### src/rtl/a2audio_pkg.sv
// Shared speaker/mixer types and constants for the audio path.
// SPEAKER_RAMP_EN adds the RAMP state (linear fade after the hold window).
package a2audio_pkg;

`ifdef SPEAKER_RAMP_EN
  typedef enum logic [1:0] {IDLE = 2'd0, HOLD = 2'd1, RAMP = 2'd2} spk_state_e;
`else
  typedef enum logic {IDLE = 1'b0, HOLD = 1'b1} spk_state_e;
`endif

  localparam logic [13:0] SPEAKER_AMPLITUDE  = 14'd8192;
  localparam logic [7:0]  SPEAKER_HOLD_TICKS = 8'd255;
  localparam logic [13:0] SPEAKER_RAMP_STEP  = 14'd512;
  localparam logic [15:0] MIX_SAT_MAX        = 16'h7FFF;

  function automatic logic [13:0] ramp_next(input logic [13:0] lvl);
    return (lvl > SPEAKER_RAMP_STEP) ? (lvl - SPEAKER_RAMP_STEP) : '0;
  endfunction

  function automatic logic [15:0] mix_sat(input logic [16:0] sum);
    return (sum > {1'b0, MIX_SAT_MAX}) ? MIX_SAT_MAX : sum[15:0];
  endfunction

endpackage

### src/rtl/speaker_pulse.sv
// Speaker toggle synchroniser, edge flag and hold/ramp FSM producing the amplitude.
// SPEAKER_RAMP_EN enables the RAMP fade; otherwise HOLD exits straight to IDLE.
module speaker_pulse
  import a2audio_pkg::*;
(
  input  logic        clk_pixel,
  input  logic        reset,
  input  logic        sample_strobe_i,
  input  logic        speaker_bit_i,
  input  logic        speaker_en_i,
  output logic [13:0] amplitude_o
);

  logic        sync_1, sync_2, sync_2_d;
  logic [1:0]  prime_cnt;
  logic        edge_pending;
  spk_state_e  state_q;
  logic [7:0]  hold_cnt;
  logic        edge_det, edge_seen;
  logic [13:0] bit_level;
`ifdef SPEAKER_RAMP_EN
  logic [13:0] ramp_level;
  logic [13:0] ramp_nx;
`endif

  // Edges are ignored until the chain holds only post-reset samples.
  assign edge_det  = (prime_cnt == 2'd3) && (sync_2 != sync_2_d);
  assign edge_seen = edge_pending | edge_det;
  assign bit_level = sync_2 ? SPEAKER_AMPLITUDE : '0;
`ifdef SPEAKER_RAMP_EN
  assign ramp_nx   = ramp_next((state_q == HOLD) ? bit_level : ramp_level);
`endif

  always_ff @(posedge clk_pixel) begin
    if (reset) begin
      sync_1       <= 1'b0;
      sync_2       <= 1'b0;
      sync_2_d     <= 1'b0;
      prime_cnt    <= '0;
      edge_pending <= 1'b0;
      state_q      <= IDLE;
      hold_cnt     <= '0;
      amplitude_o  <= '0;
`ifdef SPEAKER_RAMP_EN
      ramp_level   <= '0;
`endif
    end else begin
      sync_1   <= speaker_bit_i;
      sync_2   <= sync_1;
      sync_2_d <= sync_2;
      if (prime_cnt != 2'd3) prime_cnt <= prime_cnt + 2'd1;

      if (sample_strobe_i) begin
        edge_pending <= 1'b0;
        if (edge_seen) begin
          state_q     <= HOLD;
          hold_cnt    <= SPEAKER_HOLD_TICKS;
          amplitude_o <= speaker_en_i ? bit_level : '0;
        end else begin
          case (state_q)
            HOLD: begin
              if (hold_cnt > 8'd1) begin
                hold_cnt    <= hold_cnt - 8'd1;
                amplitude_o <= speaker_en_i ? bit_level : '0;
              end else begin
                hold_cnt <= '0;
`ifdef SPEAKER_RAMP_EN
                // The exit strobe already applies the first ramp step.
                ramp_level  <= ramp_nx;
                state_q     <= (ramp_nx == '0) ? IDLE : RAMP;
                amplitude_o <= speaker_en_i ? ramp_nx : '0;
`else
                state_q     <= IDLE;
                amplitude_o <= '0;
`endif
              end
            end
`ifdef SPEAKER_RAMP_EN
            RAMP: begin
              ramp_level  <= ramp_nx;
              state_q     <= (ramp_nx == '0) ? IDLE : RAMP;
              amplitude_o <= speaker_en_i ? ramp_nx : '0;
            end
`endif
            default: amplitude_o <= '0;
          endcase
        end
      end else if (edge_det) begin
        edge_pending <= 1'b1;
      end
    end
  end

endmodule

### src/rtl/audio_mix.sv
// Two-stage mixer: Mockingboard samples plus speaker amplitude, saturated to 15 bits.
// SPEAKER_RAMP_EN is forwarded to speaker_pulse (RAMP fade after hold).
module audio_mix
  import a2audio_pkg::*;
(
  input  logic        clk_pixel,
  input  logic        reset,
  input  logic        sample_strobe_i,
  input  logic        speaker_bit_i,
  input  logic        speaker_en_i,
  input  logic [9:0]  mb_audio_l_i,
  input  logic [9:0]  mb_audio_r_i,
  output logic [15:0] audio_l_o,
  output logic [15:0] audio_r_o,
  output logic        sample_valid_o
);

  logic [13:0] spk_amp;
  logic        stage1_valid;
  logic [9:0]  mb_l_q, mb_r_q;
  logic [16:0] sum_l, sum_r;

  // spk_amp is registered on the strobe inside speaker_pulse: it is the stage-1 amplitude.
  speaker_pulse u_spk (
    .clk_pixel       (clk_pixel),
    .reset           (reset),
    .sample_strobe_i (sample_strobe_i),
    .speaker_bit_i   (speaker_bit_i),
    .speaker_en_i    (speaker_en_i),
    .amplitude_o     (spk_amp)
  );

  always_ff @(posedge clk_pixel) begin
    if (reset) begin
      stage1_valid <= 1'b0;
      mb_l_q       <= '0;
      mb_r_q       <= '0;
    end else begin
      stage1_valid <= sample_strobe_i;
      if (sample_strobe_i) begin
        mb_l_q <= mb_audio_l_i;
        mb_r_q <= mb_audio_r_i;
      end
    end
  end

  assign sum_l = {3'b000, mb_l_q, 4'b0000} + {3'b000, spk_amp};
  assign sum_r = {3'b000, mb_r_q, 4'b0000} + {3'b000, spk_amp};

  always_ff @(posedge clk_pixel) begin
    if (reset) begin
      audio_l_o      <= '0;
      audio_r_o      <= '0;
      sample_valid_o <= 1'b0;
    end else begin
      sample_valid_o <= stage1_valid;
      if (stage1_valid) begin
        audio_l_o <= mix_sat(sum_l);
        audio_r_o <= mix_sat(sum_r);
      end
    end
  end

endmodule

### config.mk
export PLATFORM = sky130hd
export DESIGN_NAME = audio_mix
export DESIGN_NICKNAME = d
export VERILOG_FILES = /design/src/rtl/a2audio_pkg.sv /design/src/rtl/speaker_pulse.sv /design/src/rtl/audio_mix.sv
export SDC_FILE = /design/constraint.sdc
export NUM_CORES = 1
export LEC_CHECK = 0
export CORE_MARGIN = 1
export CORE_UTILIZATION = 52
export DETAILED_ROUTE_END_ITERATION = 7
export HOLD_SLACK_MARGIN = 0.1
export PLACE_DENSITY = 0.91
export SLEW_MARGIN = 20
export SYNTH_ARGS = -nofsm -noshare
export SYNTH_HDL_FRONTEND = slang
export SYNTH_SLANG_ARGS = --single-unit
### constraint.sdc
create_clock -name clk_pixel -period 2.8 [get_ports clk_pixel]
set_input_delay 0.56 -clock clk_pixel [delete_from_list [all_inputs] [get_ports clk_pixel]]
set_output_delay 0.56 -clock clk_pixel [all_outputs]
set_load 0.02 [all_outputs]
==> key figures <==
Outcome
  • Run status: finished, final reports clean

Floorplan
  • IO Count: 58
  • Horizontal die dimension: 69.94 µm
  • Area of the placeable core: 4384 µm²
  • Die area: 4891 µm²
  • Starting density of the core: 54.74%
  • Floorplan row count: 24
  • Y dimension of the die: 69.94 µm

Clocking
  • CTS tree: built
  • Clock Sinks: 60
  • Number of setup buffers added after CTS: 0
  • Later-pin clock latency in the skew report: 0.33 ns
  • Register clock-pin slew on the reported worst setup and hold paths: 0.06 ns
  • H-tree depth reported by CTS: 3
  • Number of buffers inserted for hold repair after clock tree synthesis: 0
  • Clock tree root driver cell: clkbuf_8
  • Maximum clock path buffer count: 2
  • Total clock buffers created by CTS: 9
  • Post-cts sizing count: 0

Synth
  • Share of flip-flops with an asynchronous set or reset: 0%
  • Number of enable flip-flop cells after synthesis: 0
  • Number of distinct library cells after synthesis: 34
  • Share of the yosys chip area belonging to registers: 50.05%
  • Count of warnings emitted by yosys: 0
  • Area share of the largest cell type after synthesis: 50.05%
  • Post-Syn Area: 2400 µm²
  • Mean instance size in the synthesized netlist: 9.876 µm²
  • Post-synthesis sequential element count: 60
  • Most used standard cells in the synthesized netlist: dfxtp_1 (60), nor2_1 (55), mux2i_1 (44)
  • Dominant register cell in the synthesized netlist: dfxtp_1
  • Cell with the most instances after synthesis: dfxtp_1
  • Cells after Synth: 243
  • Cell types occupying the most area after synthesis: dfxtp_1 (50%), mux2i_1 (18%), nor2_1 (8.6%)
  • Area leader, netlist: dfxtp_1

Drt
  • Number of search-and-repair iterations in the first detailed-routing pass: 6
  • Routed via count divided by cell count: 5.169
  • DRT iter0 DRCs: 113
  • Total wire length: 4.754 mm
  • Antenna violation net count after detailed routing: 0
  • Average wire per cell in the routed design: 13.58 µm
  • Residual DRC count: 0
  • Via count: 1809

Worst setup path
  • Worst Reg-to-Reg Cells: 6
  • Worst flop-to-flop path endpoint: u_spk.hold_cnt[3]$_SDFFE_PP0P_
  • Critical path class: flip-flop to output pin
  • Cell breakdown of the critical path: clkdlybuf4s50_1
  • Top Family by Delay on Critical Path: buffers and inverters
  • Crit path required time: 2.24 ns
  • Worst reg2reg startpoint: u_spk.hold_cnt[0]$_SDFFE_PP0P_
  • Signal arrival time at the worst endpoint: 1.33 ns
  • Delay of the slowest cell on the worst path: 0.65 ns
  • Worst reg-to-reg setup slack: 1.20 ns
  • Startpoint type of the worst setup path: flip-flop
  • Kind of end point of the critical path: output pin
  • Crit path buffers/inverters: 1
  • Top fanout value on the critical path: 2
  • Slowest cell on the critical path: clkdlybuf4s50_1

Min path
  • WHS Endpoint: u_spk.sync_2$_SDFF_PP0_
  • Cells on Worst Hold Path: 1
  • Hold path startpoint: u_spk.sync_1$_SDFF_PP0_
  • Hold/Removal Path Class: flip-flop to flip-flop

Timing
  • Final count of hold timing violations: 0
  • Unrepaired setup endpoints after global routing: no
  • Final worst-path cycle share: 67.43%
  • Total negative setup slack: 0 ns
  • Max-slew violation total from the final report: 0
  • Clock tree skew after final layout: 0.005786 ns
  • Time the worst path needs with I/O delays and setup: 1.888 ns
  • Final setup vio count: 0
  • Fmax: 0.5297 GHz

Job
  • Max-cap violations: 0

Power and ir drop
  • Tot Pwr: 1914 µW
  • Standby leakage power: 0.001284 µW
  • Worst IR Drop VDD: 0.3899 mV
  • Power density cells: 621.2 nW/µm²

Place
  • Count of port buffers added during placement: 47
  • Routability congestion estimate: 0.8847
  • DP Wirelength: 3.182 mm

GRT
  • Wire length of the first global-routing pass: 8.079 mm
  • Vias in the first global route: 1810
  • Global routing met2 resource utilization: 33.44%
  • Final global-route overflow total: 0
  • Routing usage on met3: 8.225%
  • Pin count of the biggest net entering global routing: 24
  • Number of antenna violations at the first check in global routing: 0
  • Total routing resource utilization after global routing: 21.43%
  • Routing usage on met1: 25.30%
  • Most used routing layer in global routing: met2

Finish
  • Diode count: 0
  • Fraction of final layout cells sized beyond drive strength 1: 9.396%
  • Area added between synthesis and finish: 28.36%
  • Layout net count: 323
-- layer usage --
| metal | wire length, µm | vias to the layer above |
|---|---|---|
| met5 | 0 | - |
| met4 | 115 | 0 |
| met3 | 299 | 11 |
| met2 | 2246 | 54 |
| met1 | 2093 | 840 |
| li1 | - | 904 |
-- sequential cells by signal (all words and copies together), names as in the netlist --
name	count
mb_l_q	10
audio_r_o	11
u_spk.sync_1	1
sample_valid_o	1
u_spk.sync_2	1
u_spk.hold_cnt	8
audio_l_o	11
stage1_valid	1
u_spk.edge_pending	1
u_spk.amplitude_o	1
mb_r_q	10
u_spk.prime_cnt	2
u_spk.state_q	1
u_spk.sync_2_d	1
-- placed cells by master (no fill, tap or decap), drive strengths merged, types with 2 or more instances in the layout --
| cell type | instances |
|---|---|
| dfxtp | 60 |
| nor3 | 3 |
| xor2 | 2 |
| nor2 | 56 |
| buf | 6 |
| mux2i | 44 |
| a211oi | 3 |
| clkdlybuf4s50 | 46 |
| nor2b | 5 |
| a21oi | 9 |
| clkinv | 2 |
| ha | 5 |
| o21ai | 4 |
| clkbuf | 13 |
| conb | 10 |
| nand2 | 6 |
| nand3 | 3 |
| nor4 | 4 |
| inv | 4 |
-- how the worst max path moves through the flow --
stage / startpoint / end / slack [ns] / cells past startpoint
finish: audio_r_o[11]$_SDFFE_PP0P_ / audio_r_o[11] / 0.91 / 1
global route: audio_r_o[11]$_SDFFE_PP0P_ / audio_r_o[11] / 0.88 / 1
detailed placement: sample_strobe_i / u_spk.hold_cnt[5]$_SDFFE_PP0P_ / 0.87 / 6
global placement: sample_strobe_i / u_spk.hold_cnt[5]$_SDFFE_PP0P_ / 0.90 / 6
floorplan: u_spk.hold_cnt[0]$_SDFFE_PP0P_ / u_spk.hold_cnt[2]$_SDFFE_PP0P_ / 1.45 / 6
CTS: audio_r_o[11]$_SDFFE_PP0P_ / audio_r_o[11] / 0.91 / 1
-- power by group --
part	internal (µW)	switching, µW	leakage (µW)	total [µW]
clock network	484	316	0.000110	800
registers	891	21.4	0.000490	912
logic	96.7	104	0.000685	201
-- worst register-to-register path, cell delays in order, from the launching register on --
cell	delay (ns)
dfxtp_1	0.43
inv_1	0.09
ha_1	0.29
nor2_1	0.12
nand4b_2	0.21
a21oi_1	0.09
nor4_1	0.27
-- through the flow --
stage	utilization, %	hold WS (ns)	instance area (µm²)	cells	setup slack, ns
2_1_floorplan	-	0.4138	2434	252	1.452
3_3_place_gp	65.41	0.4199	2868	334	0.9048
3_5_place_dp	65.41	0.4264	2868	334	0.8710
4_1_cts	70.26	0.4392	3080	350	0.9089
5_1_grt	70.26	0.4505	3080	350	0.8834
6_report	70.26	0.4386	3080	350	0.9121
-- kinds of logic after synthesis --
logic type | synth area share (%)
other | 0.1563
AO/OA/AOI/OAI | 6.309
adder cells (fa/ha/maj) | 2.607
flip-flops | 50.05
buffers and inverters | 6.204
multiplexers | 18.35
AND/OR/NAND/NOR | 15.59
XOR/XNOR | 0.7301
-- area by class of cell --
| class | instances | area [µm²] |
|---|---|---|
| repair buffers | 52 | 503.0 |
| flip-flops and latches | 60 | 1201 |
| inverters | 4 | 15.01 |
| fillers | 310 | 1304 |
| well taps | 52 | 65.06 |
| clock inverters | 3 | 43.79 |
| clock buffers | 13 | 168.9 |
| multi-input cells | 166 | 1084 |
Power figures use the tool's default switching activity.
